[config.mk]
export PLATFORM = sky130hd
export DESIGN_NAME = kronos_fetch_queue_flat
export DESIGN_NICKNAME = d
export VERILOG_FILES = /design/src/rtl/kronos_fetch_queue_if.sv /design/src/rtl/kronos_fetch_queue.sv /design/src/flat_wrapper.sv
export SDC_FILE = /design/constraint.sdc
export NUM_CORES = 1
export LEC_CHECK = 0
export CORE_MARGIN = 1
export CORE_UTILIZATION = 51
export CTS_BUF_LIST = sky130_fd_sc_hd__clkbuf_8
export DETAILED_ROUTE_END_ITERATION = 7
export HOLD_SLACK_MARGIN = 0.05
export PLACE_DENSITY = 0.87
export SLEW_MARGIN = 0
export SYNTH_ARGS = -nofsm -noshare
export SYNTH_HDL_FRONTEND = slang
export SYNTH_SLANG_ARGS = --single-unit
export TNS_END_PERCENT = 5
[constraint.sdc]
create_clock -name clk -period 6.6 [get_ports clk]
set_clock_uncertainty 0.2 [all_clocks]
set_input_delay 0.66 -clock clk [delete_from_list [all_inputs] [get_ports clk]]
set_output_delay 0.66 -clock clk [all_outputs]
set_load 0.1 [all_outputs]
[src/rtl/kronos_fetch_queue_if.sv]
`default_nettype none
// ============================================================================
// kronos_fetch_queue_if : IF->ID fetch-queue handshake bundle  | Rev 1.0
// ============================================================================
interface kronos_fetch_queue_if #(
  parameter int DEPTH = 4
) ();
  logic [31:0]              in_pc;
  logic [31:0]              in_ir;
  logic                     in_vld;
  logic                     in_rdy;
  logic [31:0]              out_pc;
  logic [31:0]              out_ir;
  logic                     out_vld;
  logic                     out_rdy;
  logic                     flush;
  logic [$clog2(DEPTH):0]   level;

  // master = fetch/decode side driving the queue; slave = the queue itself
  modport master (
    output in_pc, in_ir, in_vld, out_rdy, flush,
    input  in_rdy, out_pc, out_ir, out_vld, level
  );

  modport slave (
    input  in_pc, in_ir, in_vld, out_rdy, flush,
    output in_rdy, out_pc, out_ir, out_vld, level
  );
endinterface
`default_nettype wire

[src/rtl/kronos_fetch_queue.sv]
`default_nettype none
// ============================================================================
// kronos_fetch_queue : {pc, ir} FIFO between fetch and decode, flushable
// Rev 1.0
// ============================================================================
module kronos_fetch_queue #(
  parameter int DEPTH = 4
) (
  input  logic                  clk,
  input  logic                  rstz,
  kronos_fetch_queue_if.slave   bus
);
  localparam int c_AW = $clog2(DEPTH);
  localparam int c_PW = c_AW + 1;

  logic [63:0]      r_mem [DEPTH];
  logic [c_PW-1:0]  r_wr_ptr;
  logic [c_PW-1:0]  r_rd_ptr;

  logic             w_empty;
  logic             w_full;
  logic             w_push;
  logic             w_pop;
  logic [63:0]      w_head;

  // Extra wrap bit on each pointer distinguishes full from empty
  assign w_empty = (r_wr_ptr == r_rd_ptr);
  assign w_full  = (r_wr_ptr[c_AW] != r_rd_ptr[c_AW]) &&
                   (r_wr_ptr[c_AW-1:0] == r_rd_ptr[c_AW-1:0]);

  // in_rdy depends only on state, flush and reset, never on out_rdy
  assign bus.in_rdy  = rstz & ~w_full & ~bus.flush;
  assign bus.out_vld = ~w_empty & ~bus.flush;

  assign w_push = bus.in_vld & bus.in_rdy;
  assign w_pop  = bus.out_vld & bus.out_rdy;

  always_ff @(posedge clk) begin
    if (w_push) begin
      r_mem[r_wr_ptr[c_AW-1:0]] <= {bus.in_pc, bus.in_ir};
    end
  end

  always_ff @(posedge clk or negedge rstz) begin
    if (!rstz) begin
      r_wr_ptr <= '0;
      r_rd_ptr <= '0;
    end else if (bus.flush) begin
      r_rd_ptr <= r_wr_ptr;
    end else begin
      if (w_push) r_wr_ptr <= r_wr_ptr + 1'b1;
      if (w_pop)  r_rd_ptr <= r_rd_ptr + 1'b1;
    end
  end

  assign w_head     = r_mem[r_rd_ptr[c_AW-1:0]];
  assign bus.out_pc = w_empty ? 32'd0 : w_head[63:32];
  assign bus.out_ir = w_empty ? 32'd0 : w_head[31:0];
  assign bus.level  = r_wr_ptr - r_rd_ptr;

endmodule
`default_nettype wire
[src/flat_wrapper.sv]
// flat-port wrapper written by rule: the top's interface ports become plain ports
module kronos_fetch_queue_flat 
#(
  parameter int DEPTH = 4
)
  (clk, rstz, bus_in_pc, bus_in_ir, bus_in_vld, bus_out_rdy, bus_flush, bus_in_rdy, bus_out_pc, bus_out_ir, bus_out_vld, bus_level);
  kronos_fetch_queue_if #(.DEPTH(DEPTH)) bus_i ();
  input  logic clk;
  input  logic rstz;
  input wire logic [$bits(bus_i.in_pc)-1:0] bus_in_pc;
  input wire logic [$bits(bus_i.in_ir)-1:0] bus_in_ir;
  input wire logic [$bits(bus_i.in_vld)-1:0] bus_in_vld;
  input wire logic [$bits(bus_i.out_rdy)-1:0] bus_out_rdy;
  input wire logic [$bits(bus_i.flush)-1:0] bus_flush;
  output wire logic [$bits(bus_i.in_rdy)-1:0] bus_in_rdy;
  output wire logic [$bits(bus_i.out_pc)-1:0] bus_out_pc;
  output wire logic [$bits(bus_i.out_ir)-1:0] bus_out_ir;
  output wire logic [$bits(bus_i.out_vld)-1:0] bus_out_vld;
  output wire logic [$bits(bus_i.level)-1:0] bus_level;
  assign bus_i.in_pc = bus_in_pc;
  assign bus_i.in_ir = bus_in_ir;
  assign bus_i.in_vld = bus_in_vld;
  assign bus_i.out_rdy = bus_out_rdy;
  assign bus_i.flush = bus_flush;
  assign bus_in_rdy = bus_i.in_rdy;
  assign bus_out_pc = bus_i.out_pc;
  assign bus_out_ir = bus_i.out_ir;
  assign bus_out_vld = bus_i.out_vld;
  assign bus_level = bus_i.level;
  kronos_fetch_queue #(.DEPTH(DEPTH)) u_core (.clk(clk), .rstz(rstz), .bus(bus_i));
endmodule
==> impl_results.md <==
* Chip height at 144 um
* Initial core utilization at 52.2%
* Maximum single-stage delay on the critical path at 0.99 ns
* Final weighted congestion in routability-driven placement at 0.706
* Class of the worst hold path: in -> async
* TritonCTS buffer count at 41
* Post-synthesis xor/xnor area fraction at 0.501%
* Fraction of final layout cells sized beyond drive strength 1 at 19.9%
* Startpoint types: flip-flop
* Arrival time at the worst endpoint at 4.16 ns
* Post-cts gate resize count at 0
* Total count of max-transition violations in the final report at 0
* Die area at 0.0206 mm2
* Input/output buffers at 137
* Slew HR at 29.3%
* Via count of the first global-routing pass at 5,407
* P&R area growth vs syn at 23.3%
* FF+latch count, synth at 262
* Basic-gate share of the synthesized area counting and, or, nand and nor cells at 5.06%
* Fillcell total at 1,332
* Vias at 4,949
* Tmin final at 5.02 ns
* Main combinational cell family by area after synthesis: multiplexers
* Transition time at the pin with the least slew margin at 1.06 ns
* Top FF cell, synth: sky130_fd_sc_hd__edfxtp_1
* Overall overflow remaining after global route at 0
* Unrepaired setup endpoints after global routing: no
* Number of maximum-capacitance constraint violations at 0
* Total GRT Usage at 18.6%
* Post-CTS clock slew at the launch and capture registers of the worst setup and hold paths at 0.06 ns
* Final-layout worst hold slack at 0.231 ns
* Final routed wire length divided by cell count at 20.1 um
* Synth Area per Inst at 22.0 um2
* Maximum fanout along the worst path at 35
* Final worst path period share at 76.0%
* Latest clock arrival within the worst-skew pair at 0.52 ns
* Antenna diode count at 0
* Cell class contributing the biggest share of worst-path delay: buffers and inverters
* Syn Std Cell Area at 0.0102 mm2
* EDFF count, synth at 256
* Final HPWL DP at 10.6 mm
* Antenna violations before repair at 0
* CTS Root Cell: sky130_fd_sc_hd__clkbuf_8
* Synth Area in Compound Gates at 0.721%
* Cells along the critical path: ha_1 -> nand2_1 -> nor2_4 -> buf_4 -> nor2b_1 -> clkdlybuf4s50_1
* Core ar. at 0.0196 mm2
* Synth Warn # at 0
* Top-Level Pins at 138
* Max frequency at 199 MHz
* Async set-or-reset flop fraction in the synthesized netlist at 2.29%
* Area of the multi-input gates at 0.00223 mm2
* Number of nets in the layout at 703
* Net Count, Synth at 542
* Post-CTS Setup Bufs at 0
* Final setup violation count at 0
* Start-to-end type of the worst setup path: reg -> out
* Kind of end point of the critical path: output pin
* Die width at 144 um
* Post-route antenna net violation count at 0
* H-tree level count at 2
* # DRC at 0
* Library cell contributing the largest single delay on the critical path: sky130_fd_sc_hd__clkdlybuf4s50_1
* Site Rows at 51
* Clock tree from TritonCTS: done
* Number of detailed-routing iterations run before antenna repair at 4
* Fraction of the mapped netlist area in adder cells at 1.05%
* Total wire length at 18.5 mm
* Mux share of post-synthesis cell area at 14.2%
* Gate count of the mapped netlist at 465
* Util after Layout at 64.4%
* Count of final hold-check violations at 0
* Post-Route Setup TNS at 0 ns
* Worst path required time at 5.74 ns
* Critical path buffer and inverter count at 2
* Number of buffers on the longest clock path at 3
* Maximum number of pins on one net before global-route repair at 68
* Unique masters post-synth at 33
* Seq. cell area at 0.00785 mm2
* Wire length of the first global-routing pass at 28.1 mm
* Outcome: finished clean
* Clock Sinks at 262
* Mean number of vias per cell at 5.39
* Share of synthesized area occupied by flip-flops and latches at 76.6%
* Violation count after the first detailed-routing iteration at 261
* Number of hold buffers added after cts at 0
## kinds of logic after synthesis
kind of cell / Yosys count
xor gates and xnor gates: 5
DFF: 262
AOI/OAI and AO/OA: 10
and+or+nand+nor: 85
muxes: 65
buffers and inverters: 30
adders and majority gates: 8
## worst paths after layout
check,startpoint,endpoint,slack [ns],cells after the start
max reg2reg,u_core.r_rd_ptr[0],u_core.r_mem[1][1],3.31,4
min reg2reg,u_core.r_wr_ptr[2],u_core.r_wr_ptr[2],0.40,1
min,rstz,u_core.r_rd_ptr[2],0.23,1
max,u_core.r_rd_ptr[0],bus_out_ir[31],1.58,6
min in group clk,u_core.r_wr_ptr[2],u_core.r_wr_ptr[2],0.40,1
max in group asynchronous,rstz,u_core.r_rd_ptr[0],5.66,1
## layout make-up
class | count | area share (%)
Sequential cell | 262 | 62.2
Tap cell | 265 | 2.63
Clock inverter | 29 | 1.75
Multi-Input combinational cell | 173 | 17.7
Inverter | 7 | 0.208
Clock buffer | 41 | 4.47
Timing Repair Buffer | 141 | 11.1
## stage by stage
step	cells	setup slack (ns)	instance area (um2)
6_report	918	1.58	12600
5_1_grt	918	1.24	12600
4_1_cts	918	1.45	12600
3_5_place_dp	848	2.01	11800
3_3_place_gp	848	2.14	11800
2_1_floorplan	465	1.97	10200
## flip-flops by register name, summed over array words and instances, names as in the netlist
register         cells
u_core.r_mem       256
u_core.r_rd_ptr      3
u_core.r_wr_ptr      3
## per-layer routing
metal  vias up  routed length (um)  GRT usage (%)  share of wire, %
li1       2202                   -              -                 -
met1      2551                7670           23.6                41
met2       169                9280           31.0                50
met3        27                1260           5.23               6.8
met4         0                 284           6.16               1.5
met5         -                   0              0                 0
## cells in the mapped netlist (2+ instances only)
library cell	n	area share, %
sky130_fd_sc_hd__clkbuf_1	8	0.29
sky130_fd_sc_hd__a21oi_1	2	0.098
sky130_fd_sc_hd__nand3_1	5	0.24
sky130_fd_sc_hd__buf_6	8	0.88
sky130_fd_sc_hd__and2_1	4	0.24
sky130_fd_sc_hd__nor2b_1	64	3.9
sky130_fd_sc_hd__ha_1	7	0.86
sky130_fd_sc_hd__nor2_1	3	0.11
sky130_fd_sc_hd__inv_1	7	0.26
sky130_fd_sc_hd__edfxtp_1	256	75
sky130_fd_sc_hd__xnor2_1	3	0.26
sky130_fd_sc_hd__buf_2	3	0.15
sky130_fd_sc_hd__nor2b_2	2	0.17
sky130_fd_sc_hd__nand2_1	3	0.11
sky130_fd_sc_hd__mux4_2	64	14
sky130_fd_sc_hd__buf_4	4	0.29
sky130_fd_sc_hd__dfrtp_1	6	1.5
## layout by cell type (no fill, tap or decap), types with 4 or more instances in the layout
cell type | netlist | routed
sky130_fd_sc_hd__buf_4 | 4 | 4
sky130_fd_sc_hd__bufinv_16 | 0 | 4
sky130_fd_sc_hd__clkbuf_8 | 0 | 41
sky130_fd_sc_hd__clkdlybuf4s50_1 | 0 | 137
sky130_fd_sc_hd__clkinv_1 | 0 | 11
sky130_fd_sc_hd__clkinv_2 | 0 | 5
sky130_fd_sc_hd__dfrtp_1 | 6 | 4
sky130_fd_sc_hd__edfxtp_1 | 256 | 256
sky130_fd_sc_hd__ha_1 | 7 | 7
sky130_fd_sc_hd__inv_1 | 7 | 16
sky130_fd_sc_hd__mux4_2 | 64 | 64
sky130_fd_sc_hd__nand3_1 | 5 | 5
sky130_fd_sc_hd__nor2b_1 | 64 | 64
Power is not shown: default switching activity piles up to over one toggle a cycle in this logic, so the estimate is an artifact.
==> RTL change 1, RTL diff (same settings) <==
`DEPTH` is set to 4 in 3 places; all go to 2.
--- a/src/rtl/kronos_fetch_queue_if.sv
+++ b/src/rtl/kronos_fetch_queue_if.sv
@@ -3,7 +3,7 @@
 // kronos_fetch_queue_if : IF->ID fetch-queue handshake bundle  | Rev 1.0
 // ============================================================================
 interface kronos_fetch_queue_if #(
-  parameter int DEPTH = 4
+  parameter int DEPTH = 2
 ) ();
   logic [31:0]              in_pc;
   logic [31:0]              in_ir;
--- a/src/rtl/kronos_fetch_queue.sv
+++ b/src/rtl/kronos_fetch_queue.sv
@@ -4,7 +4,7 @@
 // Rev 1.0
 // ============================================================================
 module kronos_fetch_queue #(
-  parameter int DEPTH = 4
+  parameter int DEPTH = 2
 ) (
   input  logic                  clk,
   input  logic                  rstz,
--- a/src/flat_wrapper.sv
+++ b/src/flat_wrapper.sv
@@ -1,7 +1,7 @@
 // flat-port wrapper written by rule: the top's interface ports become plain ports
 module kronos_fetch_queue_flat 
 #(
-  parameter int DEPTH = 4
+  parameter int DEPTH = 2
 )
   (clk, rstz, bus_in_pc, bus_in_ir, bus_in_vld, bus_out_rdy, bus_flush, bus_in_rdy, bus_out_pc, bus_out_ir, bus_out_vld, bus_level);
   kronos_fetch_queue_if #(.DEPTH(DEPTH)) bus_i ();
Ports: changed (resized bus_level); port bits go from 138 to 137. No check against the original RTL was run, so the function may have changed too.
==> RTL change 1 against the original RTL <==
Register-to-register slack lost 0.09 ns; area after synthesis down 50%; wire length down 46%; critical path depth did not move; sequential cell count down 130; maximum frequency grew 5.2%; sequential share of layout area decreased by 5.8 points; design area shrank 45%; setup slack improved by 0.25 ns; count of clock-buffer cells in the layout down 24; highest routed layer unchanged.
Power is left out: the tool's default activity adds up to more than one toggle a clock period on the data nets, which glitch-free logic cannot reach.
==> RTL change 1: results (changes against the original RTL) <==
Logic synthesis
  – Async SR Flop Fraction: 3.03% (+0.74 points)
  – Synth top area cells: edfxtp_1 (74%), mux2i_1 (12%), nor2_1 (5.0%)
  – Sequential fraction of the synthesis area: 76.4% (-0.18 points)
  – Cell variety after synth: 24 (-27%)
  – Post-Syn Nets: 379 (-30%)
  – Post-synth EDFFs: 128 (-50%)
  – Synth top cells by count: edfxtp_1 (128), nor2_1 (69), mux2i_1 (64), buf_2 (9), buf_6 (7)

Finish
  – Fillers: 639 (-52%)
  – Fin nets: 521 (-26%)
  – Max FFs per register: 128 (-50%)
  – Diodes inserted: 0 (unchanged)
  – Share of cells above drive strength 1: 7.11% (-13 points)

Placement
  – Setup WS pre-CTS: 2.24 ns (+0.229 ns)
  – GP Congestion: 0.732 (+3.7%)
  – Dpl hpwl: 6.52 mm (-38%)
  – PortBufs: 136 (-0.73%)

Drt
  – Initial DRC count: 110 (-58%)
  – Vias: 2984 (-40%)
  – WL per Instance: 16.7 µm (-17%)
  – First-pass DRT Iterations: 5 (+1)

Setup path
  – Delay-heaviest family, CP: buffers and inverters
  – Slowest-stage cell, CP: clkdlybuf4s50_1
  – Arrival time at the worst endpoint: 3.91 ns (-0.25 ns)
  – Largest stage delay on the critical path: 1.00 ns
  – Worst-path fanout max: 37 (+5.7%)

Outcome
  – Status: finished clean

CTS
  – Number of buffers created by CTS: 17 (-59%)
  – CTS Root Cell: clkbuf_8
  – H-tree depth: 4 (+2)
  – Clock Path Buffers: 2 (-1)
  – CTS resizes: 0 (unchanged)
  – Clk_lat worst skew: 0.42 ns (-0.10 ns)

GRT
  – Largest net degree at the start of global routing: 65 (-4.4%)
  – Number of antenna violations at the first check in global routing: 0 (unchanged)
  – First-pass GRT wire length: 14.6 mm (-48%)
  – Total Routing Usage GR: 19.5% (+0.89 points)

Timing
  – Slew HR: 32.9% (+3.6 points)

Hold path
  – Worst min path class: in2async
-- RTL change 1: area by class of cell --
type	count	area [µm²]	share of cell area [%]
clock buffer	17	234	3.34
clock inverter	15	146	2.09
inverter	2	7.51	0.107
multi-input combinational	158	1110	15.8
sequential	132	3950	56.4
tap	133	166	2.38
timing repair buffer	140	1390	19.9
-- RTL change 1: stage by stage --
stage,cells,utilization [%],instance area [µm²]
after CTS,597,71.6,7000
after global routing,597,71.6,7000
after detailed placement,565,67.7,6620
after global placement,565,67.7,6620
final,597,71.6,7000
after floorplan,309,-,5170
-- RTL change 1: routing by layer --
layer,global-route usage (%),vias up,share of wire [%]
li1,-,1426,-
met1,23.0,1427,41
met5,0,-,0
met2,31.7,120,50
met3,7.66,11,8.3
met4,8.68,0,1.0
-- RTL change 1: worst paths after layout --
path	from	end	slack, ns	cells after the start
setup / recovery	u_core.r_rd_ptr[0]$_DFFE_PN0P_	bus_out_ir[30]	1.83	6
hold / removal	rstz	u_core.r_wr_ptr[0]$_DFFE_PN0P_	0.29	1
setup reg to reg	u_core.r_rd_ptr[0]$_DFFE_PN0P_	u_core.r_mem[1][9]$_DFFE_PP_	3.22	5
hold reg to reg	u_core.r_wr_ptr[0]$_DFFE_PN0P_	u_core.r_wr_ptr[0]$_DFFE_PN0P_	0.45	2
max in group asynchronous	rstz	u_core.r_rd_ptr[0]$_DFFE_PN0P_	5.65	1
min in group clk	u_core.r_wr_ptr[0]$_DFFE_PN0P_	u_core.r_wr_ptr[0]$_DFFE_PN0P_	0.45	2
-- RTL change 1: logic make-up after synthesis --
group	share of synthesized area [%]
AO/OA/AOI/OAI	0.703
multiplexers	12.6
adder cells (fa/ha/maj)	0.242
buffers and inverters	2.62
flip-flops	76.4
XOR/XNOR	0.824
AND/OR/NAND/NOR	6.57
==> RTL change 2, RTL diff (config.mk and constraints unchanged) <==
Without the edit above. Put a register stage on the output `bus.level`, without a reset. The value now appears one clock later.
--- a/src/rtl/kronos_fetch_queue.sv
+++ b/src/rtl/kronos_fetch_queue.sv
@@ -56,7 +56,9 @@
   assign w_head     = r_mem[r_rd_ptr[c_AW-1:0]];
   assign bus.out_pc = w_empty ? 32'd0 : w_head[63:32];
   assign bus.out_ir = w_empty ? 32'd0 : w_head[31:0];
-  assign bus.level  = r_wr_ptr - r_rd_ptr;
+  always_ff @(posedge clk) begin
+    bus.level <= r_wr_ptr - r_rd_ptr;
+  end
 
 endmodule
 `default_nettype wire
Check against the original RTL: not equivalent (a bounded check fails within 4 cycles, from zero or initial values and one cycle with rstz low).
==> RTL change 2 against the original RTL <==
First-iteration DRC count down 11%; synthesized cell count is 0.65% higher; design area is 0.30% higher; sequential share of layout area grew 0.29 points; sequential cell count increased by 3; worst hold slack better by 0.0016 ns; count of clock-buffer cells in the layout rose by 2; setup slack better by 0.032 ns; area after synthesis grew 0.59%; wire length is 0.82% higher.
Power is not shown: default switching activity piles up to over one toggle a cycle in this logic, so the estimate is an artifact.
==> RTL change 2: results (changes against the original RTL) <==
Placement
  – GP Congestion: 0.718 (+1.8%)
  – Area after DPL: 0.0119 mm² (+0.57%)
  – Cells after DPL: 852 (+0.47%)
  – Setup WS pre-CTS: 2.04 ns (+0.0283 ns)

GRT
  – Met1 GRT Util: 22.8% (-0.85 points)
  – Total Routing Usage GR: 18.8% (+0.19 points)
  – Met2 usage: 32.9% (+1.9 points)
  – First-pass GRT wire length: 28.8 mm (+2.5%)
  – GR Layer Usage met3: 4.47% (-0.76 points)

Logic synthesis
  – Sequential fraction of the synthesis area: 76.7% (+0.14 points)
  – Synth top area cells: edfxtp_1 (75%), mux4_2 (14%), nor2b_1 (3.9%)
  – Avg Synthesized Cell Area: 22.0 µm² (about the same)
  – Async SR Flop Fraction: 2.26% (-0.026 points)
  – Adder-Cell Fraction of Synth Area: 1.05% (-0.0061 points)
  – XOR/XNOR share of the synthesized area: 0.498% (-0.0029 points)
  – Cell variety after synth: 34 (+3.0%)

Finish
  – Fillers: 1346 (+1.1%)
  – Signal buffers: 142 (+0.71%)
  – Share of cells above drive strength 1: 19.9% (+0.031 points)
  – Clock buf/inv share: 5.94% (-0.28 points)
  – Buffering overhead: 11.1% (+0.026 points)
  – Post-route cell area: 0.0127 mm² (+0.30%)
  – Fraction of area in multi-input gates: 17.6% (-0.052 points)
  – Clk_buf instances: 43 (+4.9%)
  – Diodes inserted: 1 (+1)

Timing
  – Actual slew at the worst max-slew pin: 1.12 ns (+0.0622 ns)

Drt
  – Routed met2 length: 9.91 mm (+6.8%)
  – Met3 routed WL: 1.05 mm (-16%)
  – Vias: 4974 (+0.51%)
  – Final WL: 18.6 mm (+0.82%)
  – Met1 WL: 7.45 mm (-2.9%)
  – Initial DRC count: 231 (-11%)
  – WL per Instance: 20.1 µm (-0.27%)

Outcome
  – Status: finished clean

CTS
  – Sink Count: 265 (+1.1%)

Setup path
  – Worst-path fanout max: 43 (+23%)
  – Largest stage delay on the critical path: 0.97 ns (-0.02 ns)
==> RTL change 2: cell types whose count changed after synthesis <==
cell	change
dfxtp_1	+3
==> RTL change 2: path summary, 6_finish.rpt <==
| kind | from | endpoint | slack, ns | depth (start not counted) |
|---|---|---|---|---|
| min in group clk | u_core.r_wr_ptr[2]$_DFFE_PN0P_ | u_core.r_wr_ptr[2]$_DFFE_PN0P_ | 0.41 | 1 |
| max | u_core.r_rd_ptr[0]$_DFFE_PN0P_ | bus_out_ir[19] | 1.62 | 6 |
| max in group asynchronous | rstz | u_core.r_rd_ptr[1]$_DFFE_PN0P_ | 5.65 | 1 |
| min | rstz | u_core.r_wr_ptr[1]$_DFFE_PN0P_ | 0.23 | 1 |
| min reg2reg | u_core.r_wr_ptr[2]$_DFFE_PN0P_ | u_core.r_wr_ptr[2]$_DFFE_PN0P_ | 0.41 | 1 |
| max reg2reg | u_core.r_rd_ptr[0]$_DFFE_PN0P_ | u_core.r_mem[1][5]$_DFFE_PP_ | 3.37 | 4 |
